**src/rtl/temp_pkg.sv**
```systemverilog
// temp_pkg: shared FSM states, active-low 7-segment codes, timing defaults and the double-dabble step.
package temp_pkg;
  typedef enum logic [2:0] {S_IDLE, S_TRIG, S_WAIT, S_CAPTURE, S_CONVERT, S_UPDATE} state_t;
  localparam int DEF_PERIOD   = 100_000_000;
  localparam int DEF_TRIG_LOW = 50;
  localparam int DEF_SETTLE   = 1_500_000;
  localparam logic [7:0] DEF_ALARM_C = 8'd40;
  localparam logic [6:0] SEG_0 = 7'h40;
  localparam logic [6:0] SEG_1 = 7'h79;
  localparam logic [6:0] SEG_2 = 7'h24;
  localparam logic [6:0] SEG_3 = 7'h30;
  localparam logic [6:0] SEG_4 = 7'h19;
  localparam logic [6:0] SEG_5 = 7'h12;
  localparam logic [6:0] SEG_6 = 7'h02;
  localparam logic [6:0] SEG_7 = 7'h78;
  localparam logic [6:0] SEG_8 = 7'h00;
  localparam logic [6:0] SEG_9 = 7'h10;
  localparam logic [6:0] SEG_BLANK = 7'h7F;
  localparam logic [6:0] SEG_TAB [10] = '{SEG_0, SEG_1, SEG_2, SEG_3, SEG_4, SEG_5, SEG_6, SEG_7, SEG_8, SEG_9};
  // One iteration on {hundreds, tens, ones, bin}: add 3 to nibbles >= 5, then shift left.
  function automatic logic [19:0] dd_step(input logic [19:0] s);
    logic [19:0] t;
    t = s;
    for (int i = 0; i < 3; i++)
      if (t[8+4*i +: 4] >= 4'd5) t[8+4*i +: 4] = t[8+4*i +: 4] + 4'd3;
    return {t[18:0], 1'b0};
  endfunction
endpackage

```
**src/rtl/temp_poll_display_seg7.sv**
```systemverilog
// seg7_decode: BCD digit to active-low {g,f,e,d,c,b,a}; blank input or non-decimal nibble shows nothing.
module seg7_decode
  import temp_pkg::*;
(
  input  logic [3:0] bcd,
  input  logic       blank,
  output logic [6:0] seg
);
  always_comb seg = (blank || bcd > 4'd9) ? SEG_BLANK : SEG_TAB[bcd];
endmodule

```
**src/rtl/temp_poll_display.sv**
```systemverilog
// temp_poll_display: periodic reader trigger, settle wait, capture, double-dabble and HEX/alarm output.
module temp_poll_display
  import temp_pkg::*;
#(
  parameter int         PERIOD   = DEF_PERIOD,
  parameter int         TRIG_LOW = DEF_TRIG_LOW,
  parameter int         SETTLE   = DEF_SETTLE,
  parameter logic [7:0] ALARM_C  = DEF_ALARM_C
) (
  input  logic        clk,
  input  logic        rst,
  input  logic [7:0]  temp_data_in,
  output logic        trigger,
  output logic [11:0] temp_bcd,
  output logic [6:0]  hex2,
  output logic [6:0]  hex1,
  output logic [6:0]  hex0,
  output logic        overtemp,
  output logic        valid
);
  localparam int MAXC = PERIOD > SETTLE ? (PERIOD > TRIG_LOW ? PERIOD : TRIG_LOW)
                                        : (SETTLE > TRIG_LOW ? SETTLE : TRIG_LOW);
  localparam int CW = $clog2(MAXC + 1);
  state_t state, state_n;
  logic [CW-1:0] cnt;
  logic [7:0] cap;
  logic [19:0] sr;
  logic last, trig_n, upd;
  logic [6:0] d2, d1, d0;
  logic b2, b1;
  always_ff @(posedge clk) state <= rst ? S_IDLE : state_n;
  always_comb begin
    last = (state == S_IDLE    && cnt == CW'(PERIOD - 1))
        || (state == S_TRIG    && cnt == CW'(TRIG_LOW - 1))
        || (state == S_WAIT    && cnt == CW'(SETTLE - 1))
        || (state == S_CONVERT && cnt == CW'(7))
        || state == S_CAPTURE || state == S_UPDATE;
    state_n = !last                ? state
            : state == S_IDLE      ? S_TRIG
            : state == S_TRIG      ? S_WAIT
            : state == S_WAIT      ? S_CAPTURE
            : state == S_CAPTURE   ? S_CONVERT
            : state == S_CONVERT   ? S_UPDATE
            :                        S_IDLE;
  end
  // Outputs are registered from next-state decode so trigger only moves on state edges.
  always_comb begin
    trig_n = state_n != S_TRIG;
    upd    = state == S_UPDATE;
    b2     = sr[19:16] == 4'd0;
    b1     = b2 && sr[15:12] == 4'd0;
  end
  seg7_decode u_d2 (.bcd(sr[19:16]), .blank(b2),   .seg(d2));
  seg7_decode u_d1 (.bcd(sr[15:12]), .blank(b1),   .seg(d1));
  seg7_decode u_d0 (.bcd(sr[11:8]),  .blank(1'b0), .seg(d0));
  always_ff @(posedge clk) begin
    if (rst) begin
      cnt      <= '0;
      cap      <= '0;
      sr       <= '0;
      trigger  <= 1'b1;
      temp_bcd <= '0;
      hex2     <= SEG_BLANK;
      hex1     <= SEG_BLANK;
      hex0     <= SEG_BLANK;
      overtemp <= 1'b0;
      valid    <= 1'b0;
    end else begin
      cnt     <= last ? '0 : cnt + CW'(1);
      trigger <= trig_n;
      valid   <= upd;
      if (state == S_CAPTURE) begin
        cap <= temp_data_in;
        sr  <= {12'h000, temp_data_in};
      end
      if (state == S_CONVERT) sr <= dd_step(sr);
      if (upd) begin
        temp_bcd <= sr[19:8];
        hex2     <= d2;
        hex1     <= d1;
        hex0     <= d0;
        overtemp <= cap >= ALARM_C;
      end
    end
  end
endmodule

```
**config.mk**
```make
export PLATFORM = sky130hd
export DESIGN_NAME = temp_poll_display
export DESIGN_NICKNAME = d
export VERILOG_FILES = /design/src/rtl/temp_pkg.sv /design/src/rtl/temp_poll_display_seg7.sv /design/src/rtl/temp_poll_display.sv
export SDC_FILE = /design/constraint.sdc
export NUM_CORES = 1
export LEC_CHECK = 0
export ABC_AREA = 0
export CAP_MARGIN = 20
export CORE_ASPECT_RATIO = 0.75
export CORE_MARGIN = 4
export CORE_UTILIZATION = 50
export CTS_CLUSTER_SIZE = 12
export DETAILED_ROUTE_END_ITERATION = 12
export HOLD_SLACK_MARGIN = 0.15
export PLACE_DENSITY_LB_ADDON = 0.3
export SLEW_MARGIN = 15
export SYNTH_ARGS = -nofsm -noshare
export SYNTH_HDL_FRONTEND = slang
export SYNTH_SLANG_ARGS = --single-unit
```
**constraint.sdc**
```tcl
create_clock -name clk -period 2.3 [get_ports clk]
set_input_delay 0.345 -clock clk [delete_from_list [all_inputs] [get_ports clk]]
set_output_delay 0.345 -clock clk [all_outputs]
set_load 0.05 [all_outputs]
```
# Yosys cells after proc, flatten, opt, wreduce, memory -nomap -nowiden
# Memory sizes are Yosys's and may differ from the RTL's.
# Index checks and enable logic that the tools add are counted.
[totals] ff_bits=94 rom_bits=336 inputBits=10 output_inout_bits=36 word_cells=80 mem_count=3
[memory_table] name="(name not given)" words=16 word_bits=7 rd=1 rd_clocked_by_memory_dff=0 wr=0 line="temp_poll_display_seg7.sv:9" rtl="always_comb seg = (blank || bcd > 4'd9) ? SEG_BLANK : SEG_TAB[bcd];"
[memory_table] name="(name not given)" words=16 word_bits=7 rd=1 rd_clocked_by_memory_dff=0 wr=0 line="temp_poll_display_seg7.sv:9"
[memory_table] name="(name not given)" words=16 word_bits=7 rd=1 rd_clocked_by_memory_dff=0 wr=0 line="temp_poll_display_seg7.sv:9"
[op_classes] n_addsub=4 magnitude_cmp=10 eq_ne=10 n_mux=20 n_bitwise=3 n_reduce_logical=18
[op_table] cell="$mux W7" count=9
[op_table] cell="$mux W20" count=2
[op_table] cell="$add A27 B1 Y27 const B" count=1
[op_table] cell="$eq A27 B21 Y1 const B" count=1
[op_table] cell="$eq A27 B27 Y1 const B" count=1
[op_table] cell="$eq A27 B3 Y1 const B" count=1
[op_table] cell="$eq A27 B6 Y1 const B" count=1
[op_table] cell="$mux W3" count=7
[op_table] cell="$ge A5 B5 Y1 const B" count=3
[op_table] cell="$not A4 Y5" count=3
[op_table] cell="$ge A4 B3 Y1 const B" count=3
[op_table] cell="$gt A4 B4 Y1 const B" count=3
[op_table] cell="$add A4 B2 Y4 const B" count=2
[op_table] cell="$ge A8 B6 Y1 const B" count=1
[op_table] cell="$logic_not A4 Y1" count=2
[op_table] cell="$mux W4" count=2
[op_table] cell="$logic_or A1 B1 Y1" count=7
[op_table] cell="$eq A3 B2 Y1 const B" count=2
[op_table] cell="$eq A3 B3 Y1 const B" count=2
[op_table] cell="$logic_and A1 B1 Y1" count=5
[op_table] cell="$reduce_or A2 Y1" count=2
[op_table] cell="$add A3 B2 Y3 const B" count=1
[op_table] cell="$eq A3 B1 Y1 const B" count=1
[op_table] cell="$logic_not A3 Y1" count=1
[op_table] cell="2 further kinds" count=2

# Depth between registers and ports, before layout
# Gate-level depths: netlist of the first run.
[depth] depth_word=9 mapped_depth=10 ltp_nobuf=8

# Cells and area by module
# From an unflattened synthesis of the first run, not the netlist that was laid out.
[hier_totals] hier_cells=580 area_unflattened_um2=4699.5
[by_module_without_submodules] module="temp_poll_display" n_inst=1 cells_per_inst=493 area_per_inst_um2=4068.9 seq_area_each_um2=1821.7
[by_module_without_submodules] module="seg7_decode" n_inst=3 cells_per_inst=29 area_per_inst_um2=210.2 seq_area_each_um2=0.0

# Worst setup path after synthesis of the first run
# No wires, ideal clock.
[synth_timing] path_kind="register -> register" start="reg cnt[0]" end="reg cnt[16]" setup_time_ns=0.115 arrival_ns=2.107 t_required_ns=2.185 setup_slack_ns=0.079 stages_incl_launch_ff=10 cell_sequence="dfxtp_1 -> ha_1 -> nand3_1 -> or3_1 -> or4_1 -> a21oi_2 -> or3_1 -> buf_6 -> buf_6 -> nor2_1"
[synth_via] elab_chain_cells=8 word_cells_on_any_way=15 cone_classes="add/sub: 1; eq/ne: 4; reduce/logical: 10"
[synth_rtl] item="start, declared" line="temp_poll_display.sv:25" rtl="logic [CW-1:0] cnt;"
[synth_rtl] item="start signal, assigned" line="temp_poll_display.sv:69" rtl="cnt <= last ? '0 : cnt + CW'(1);"
[synth_rtl] item="branches (longest 8 deep; another with $add A27 B1 Y27)"
# Parallel ways; which one is timed is not known.
# A chain may end at the register's enable or synchronous reset.

# Final worst setup path of the first run
[layout_timing] start="reg cnt[0]" end="reg cnt[3]"
# Same word-level chain as after synthesis.

==> results.txt, run 1 <==
startpoint types -> register
Seq/Total Area, Yosys -> 44.4%
R2R Setup Slk -> 0.12 ns
Total Power -> 2.78 mW
Largest stage delay, worst path -> 0.44 ns
Post-synth EDFFs -> 0
routability cong. -> 0.877
routed len/inst -> 14.0 um
Final min period -> 2.18 ns
top cell type's share of synthesized area -> 44.4%
Worst Hold Path EP -> cnt[0]
port bufs -> 45
setup TNS -> 0 ns
I/O Pins -> 46
Slew HR -> 61.3%
distinct cell type count after synthesis -> 40
hold path cells -> 1
Mapped Area -> 4110 um2
vias -> 3632
first-pass GRT wire length -> 16000 um
Total GRT Usage -> 20.0%
fin. max-slew vios -> 0
Clock transition at path regs -> 0.09 ns
DR iter-0 viols -> 228
r2r endpoint -> cnt[3]
Area Overhead vs Synth -> 19.7%
total grt overflow -> 0
worst min-delay path class -> reg -> reg
CTS sink cnt -> 91
CP dominant cell by count -> or3_1
hpwl dp -> 6640 um
Worst Setup End Kind -> register
FMAX -> 458 MHz
Reg-to-Reg Start -> cnt[0]
ys async rst share -> 0%
Synth Warn # -> 0
CP Buf/Inv Count -> 1
final setup fails -> 0
Cells after Synth -> 510
TritonCTS clock tree -> yes
hold path startpoint -> cnt[0]
critical path arrival -> 2.44 ns
Nets -> 580
syn_nets -> 536
PD cells -> 565 nW/um2
largest net degree at the start of global routing -> 33
clk buf depth -> 2
Die Span X -> 113 um
number of global-route vias before repair -> 3431
CTS H-Tree Depth -> 3
worst-skew pair later-pin latency -> 0.37 ns
Crit Path Category -> reg -> reg
Core Rows -> 28
layout cells sized above 1 -> 7.69%
TritonCTS buffer count -> 9
drt via density -> 5.47
CP top delay family -> simple AND/OR/NAND/NOR gates
Worst VDD drop -> 0.302 mV
fillers -> 694
Worst path slowest cell -> or4_1
Synth Flop Type -> dfxtp_1
Starting Density -> 51.6%
FF-to-FF path depth -> 8
leakage power total -> 1.86 nW
hold_buf cts -> 0
leading area contributor after synthesis -> dfxtp_1
CP max FO -> 27
worst-margin pin slew -> 0.575 ns
period utilization -> 94.9%
syn avg cell area -> 8.05 um2
diode count -> 0
clk_skew -> 0.0104 ns
post-synthesis register bit count -> 91
core area -> 7950 um2
die area -> 9740 um2
status -> complete, no violations
drt total wl -> 9330 um
drt first pass iters -> 5
initial antenna violation count -> 0
Crit path required time -> 2.56 ns
synth top area cells -> dfxtp_1 (44%), nand2_1 (8.6%), nor2_1 (5.2%)
most common cell after layout, fill and taps aside -> nand2_1
Chip Height -> 86.5 um
DRC violations left -> 0
crit-path cells -> ha_2 > nand3_1 > or3_1 > or4_1 > a21oi_2 > or3_1 > buf_12 > nor2_1
CTS root buf -> clkbuf_8
most frequent cells in the layout -> nand2_1 (94), dfxtp_1 (88), nor2_1 (57)
Post-DRT Antenna Nets -> 0
Hold Fails Final Rpt -> 0
maxcap violations -> 0
area by class of cell:
| class | count | area (um2) | share of cell area, % |
|---|---|---|---|
| flip-flops and latches | 91 | 1830 | 37.1 |
| clock inverters | 7 | 83.8 | 1.71 |
| clock buffers | 9 | 124 | 2.52 |
| multi-input cells | 375 | 2100 | 42.8 |
| well taps | 105 | 131 | 2.67 |
| inverters | 15 | 56.3 | 1.15 |
| repair buffers | 62 | 591 | 12.0 |
repair_timing:
item                                   in CTS  in global routing
endpoints found under the hold margin       0                  0
setup buffers                               0                  0
setup endpoints to repair                   0                 29
resized for setup                           0                  4
kinds of logic after synthesis:
| family | synth area share, % |
|---|---|
| buffers and inverters | 4.57 |
| AO/OA/AOI/OAI | 13.1 |
| AND/OR/NAND/NOR | 27.1 |
| adder cells (fa/ha/maj) | 4.88 |
| XOR/XNOR | 5.97 |
| flip-flops | 44.4 |
worst max path at each step:
| stage | depth (start not counted) | to | startpoint |
|---|---|---|---|
| final | 8 | cnt[3] | cnt[0] |
| after global routing | 7 | cnt[3] | cnt[14] |
| after CTS | 8 | cnt[3] | cnt[0] |
| after detailed placement | 8 | cnt[3] | cnt[0] |
| after global placement | 8 | cnt[5] | cnt[0] |
| after floorplan | 9 | cnt[16] | cnt[0] |
report_power, final:
group | total (mW) | internal, mW | switching [mW]
clock | 1.13 | 0.521 | 0.611
combinational | 0.0607 | 0.0272 | 0.0335
sequential | 1.58 | 1.58 | 0.00527
layer usage:
metal  part of all wire, %  track usage, %
met5                     0               0
met4                  0.87            5.02
met3                   6.6            5.86
met2                    45            30.8
met1                    48            27.7
sequential cells by signal, indices dropped and copies added (netlist names):
signal,cells
cnt,27
hex2,7
temp_bcd,12
cap,5
hex1,7
state,3
valid,1
trigger,1
overtemp,1
sr,20
hex0,7
metrics by stage:
step	setup WS [ns]	hold slack (ns)	instances	util [%]	area [um2]
final	0.117	0.453	664	61.8	4920
after global routing	-0.00961	0.460	664	61.8	4920
after CTS	0.0644	0.460	664	61.7	4910
after detailed placement	0.0931	0.442	648	59.1	4700
after global placement	0.178	0.444	648	59.1	4700
after floorplan	0.0786	0.433	510	-	4110
synthesized netlist by cell type, types with 2 or more instances:
master    instances
inv_1            15
xnor2_1           8
buf_1             2
or3_1             2
o311ai_0          6
nor4_1            6
dfxtp_1          91
nor3b_1           5
nor2_1           57
nand4b_1          2
nand3_1          26
nand4_1          11
nor3_1           13
nor2b_1           6
nand3b_1          2
a21oi_1          34
nand2_1          94
xor2_1           20
o211ai_1          2
a22oi_1          11
and3_1            4
a31oi_1           8
clkbuf_1         24
or4_1             2
o21ai_0          20
nand2b_1          6
buf_6             3
a211oi_1          3
ha_1             16
No activity file was read; power rests on OpenSTA's default activity.
==> inputs of run 2 (changes only) <==
- CORE_UTILIZATION: 50 -> 52
- SYNTH_HIERARCHICAL: unset -> 1
==> run 2 against run 1 <==
  * Critical path depth shrank 2
  * Maximum frequency is 4.0% higher
  * Clock skew fell by 0.0048 ns
  * Global-route usage decreased by 0.053 points
  * First-iteration DRC count increased by 23%
  * Sequential power hardly changed
  * Highest routed layer unchanged
  * Final area is 13% higher
  * Register-to-register slack better by 0.08 ns
  * Non-clock buffer count shrank 6
  * Critical path type unchanged
==> results.txt, run 2 <==
status -> complete, no violations
top-count cell post-synth -> nand2_1
total grt overflow -> 0 (unchanged)
most common cell after layout, fill and taps aside -> nand2_1
number of flip-flops in the largest register -> 27 (unchanged)
worst-skew pair later-pin latency -> 0.33 ns (-0.04 ns)
r2r endpoint -> cnt[19]
Register Area -> 1820 um2 (-0.21%)
top cells by count, synth -> nand2_1 (120), dfxtp_1 (91), nor3_1 (38)
core area -> 8640 um2 (+8.6%)
clk buf depth -> 2 (unchanged)
CTS H-Tree Depth -> 3 (unchanged)
fillers -> 726 (+4.6%)
Die Span X -> 118 um (+4.5%)
critical path arrival -> 2.27 ns (-0.17 ns)
Synth Flop Type -> dfxtp_1
first-pass GRT wire length -> 18000 um (+13%)
Post-synth EDFFs -> 0 (unchanged)
crit-path cells -> or4_1 > nor4_1 > a32oi_1 > o21ai_2 > buf_4 > nor3_1
Largest stage delay, worst path -> 0.52 ns (+0.08 ns)
Synth Warn # -> 6 (+6)
maxcap violations -> 0 (unchanged)
R2R Setup Slk -> 0.20 ns (+0.08 ns)
startpoint types -> register
top cell type's share of synthesized area -> 38.8% (-5.6 points)
Final min period -> 2.10 ns (-0.0833 ns)
Worst VDD drop -> 0.462 mV (+53%)
number of global-route vias before repair -> 3840 (+12%)
initial antenna violation count -> 0 (unchanged)
TritonCTS buffer count -> 9 (unchanged)
setup TNS -> 0 ns (unchanged)
Starting Density -> 54.4% (+2.8 points)
final setup fails -> 0 (unchanged)
hpwl dp -> 7280 um (+9.7%)
area of the multi-input gates -> 2640 um2 (+25%)
PD cells -> 621 nW/um2 (+9.9%)
leading area contributor after synthesis -> dfxtp_1
FMAX -> 476 MHz (+4.0%)
crit path to -> cnt[19]
ys async rst share -> 0% (unchanged)
Clock transition at path regs -> 0.06 ns (-0.03 ns)
Nets -> 647 (+12%)
drt via density -> 5.59 (+2.2%)
Chip Height -> 90.3 um (+4.4%)
Mapped Area -> 4700 um2 (+14%)
vias -> 4058 (+12%)
Worst Setup End Kind -> register
syn avg cell area -> 8.10 um2 (+0.63%)
largest registers -> cnt: 27 flops, sr: 20 flops, temp_bcd: 12 flops
drt total wl -> 10500 um (+12%)
synth top area cells -> dfxtp_1 (39%), nand2_1 (9.6%), ha_1 (6.4%)
routed len/inst -> 14.4 um (+2.6%)
DR iter-0 viols -> 281 (+23%)
Critical path origin -> cnt[11]
DRC violations left -> 0 (unchanged)
routability cong. -> 0.848 (-3.3%)
leakage power total -> 2.02 nW (+8.7%)
hold_buf cts -> 0 (unchanged)
Post-Place Cells -> 710 (+9.6%)
Seq/Total Area, Yosys -> 38.8% (-5.6 points)
I/O Pins -> 46 (unchanged)
diode count -> 0 (unchanged)
Post-DRT Antenna Nets -> 0 (unchanged)
drt first pass iters -> 5 (unchanged)
Crit Path Category -> reg -> reg
CTS sink cnt -> 91 (unchanged)
largest net degree at the start of global routing -> 44 (+33%)
CTS root buf -> clkbuf_16
Cells after Synth -> 580 (+14%)
Core Rows -> 29 (+3.6%)
Worst path slowest cell -> or4_1
distinct cell type count after synthesis -> 50 (+25%)
Hold Fails Final Rpt -> 0 (unchanged)
syn_nets -> 614 (+15%)
worst-margin pin slew -> 0.932 ns (+0.356 ns)
layout cells sized above 1 -> 7.44% (-0.25 points)
TritonCTS clock tree -> yes
Non-Filler Instances -> 726 (+9.3%)
postcts setup bufs -> 0 (unchanged)
die area -> 10600 um2 (+9.2%)
fin. max-slew vios -> 0 (unchanged)
Place WS -> 0.223 ns (+0.130 ns)
Reg with most FFs -> cnt
Reg-to-Reg Start -> cnt[11]
clk_skew -> 0.00563 ns (-0.00475 ns)
Total GRT Usage -> 19.9% (-0.053 points)
Slew HR -> 37.9% (-23 points)
final worst slack -> 0.200 ns (+0.0833 ns)
Crit path required time -> 2.47 ns (-0.09 ns)
worst min-delay path class -> in -> reg
Area Overhead vs Synth -> 18.6%
most frequent cells in the layout -> nand2_1 (120), dfxtp_1 (91), clkdlybuf4s50_1 (44)
FF-to-FF path depth -> 6 (-2)
post_cts resized -> 0 (unchanged)
port bufs -> 45 (unchanged)
CP max FO -> 19 (-30%)
RSZ-0062 raised after global routing -> false
post-synthesis register bit count -> 91 (unchanged)
period utilization -> 91.3% (-3.6 points)
## run 2: changes by cell type after synthesis, moves of 6 or more
cell	change
ha_1	+8
o311ai_0	-6
nor3_1	+25
nand4_1	-8
o211ai_1	+6
nand2_1	+26
nor2_1	-24
xnor2_1	+17
xor2_1	-16
nand3b_1	+22
nand3_1	-11
## run 2: final cells by class
cell class                 count  share of cell area, %
multi-input combinational    435                   47.3
sequential                    91                   32.7
timing repair buffer          56                   9.48
clock buffer                  12                   4.60
tap                          108                   2.43
clock inverter                 4                   2.16
inverter                      20                   1.35
## run 2: cells by family after synthesis
kind of cell / share of synthesized area [%]
AOI/OAI and AO/OA: 13.5
buffers and inverters: 5.16
adders and majority gates: 6.39
muxes: 0.532
and+or+nand+nor: 30.2
DFF: 38.8
other: 0.0798
xor gates and xnor gates: 5.40
## run 2: per-layer routing
metal	up-vias	wire length [um]	track usage, %
li1	2050	-	-
met1	1874	5030	26.6
met2	113	4790	32.1
met3	21	494	4.32
met4	0	148	6.63
met5	-	0	0
## run 2: stage by stage
step | util, % | hold WS, ns | total power [mW] | cell area (um2)
2_1_floorplan | - | 0.433 | 1.66 | 4700
3_3_place_gp | 60.2 | 0.442 | 1.68 | 5190
3_5_place_dp | 60.2 | 0.446 | 1.68 | 5190
4_1_cts | 64.5 | 0.258 | 3.50 | 5570
5_1_grt | 64.5 | 0.279 | 3.57 | 5570
6_report | 64.5 | 0.267 | 3.46 | 5570
## run 2: worst min path at each step
stage	slack, ns	from	to	depth (start not counted)
final	0.27	rst	state[0]	2
after global routing	0.28	rst	state[0]	2
after CTS	0.26	rst	state[0]	2
after detailed placement	0.45	cap[5]	cap[5]	2
after global placement	0.44	cap[5]	cap[5]	2
after floorplan	0.43	cap[4]	cap[4]	2
## run 2: worst max-delay path, delay by kind of cell (launching register included)
family	cells	cell delay, ns
AO/OA/AOI/OAI	2	0.34
buffers and inverters	1	0.26
flip-flops	1	0.33
AND/OR/NAND/NOR	3	1.00
## run 2: report_power, final
part | leakage [nW] | internal (mW) | switching (mW) | total (mW)
Clock | 0.183 | 1.23 | 0.578 | 1.81
Combinational | 1.10 | 0.0298 | 0.0343 | 0.0640
Sequential | 0.734 | 1.58 | 0.00535 | 1.59
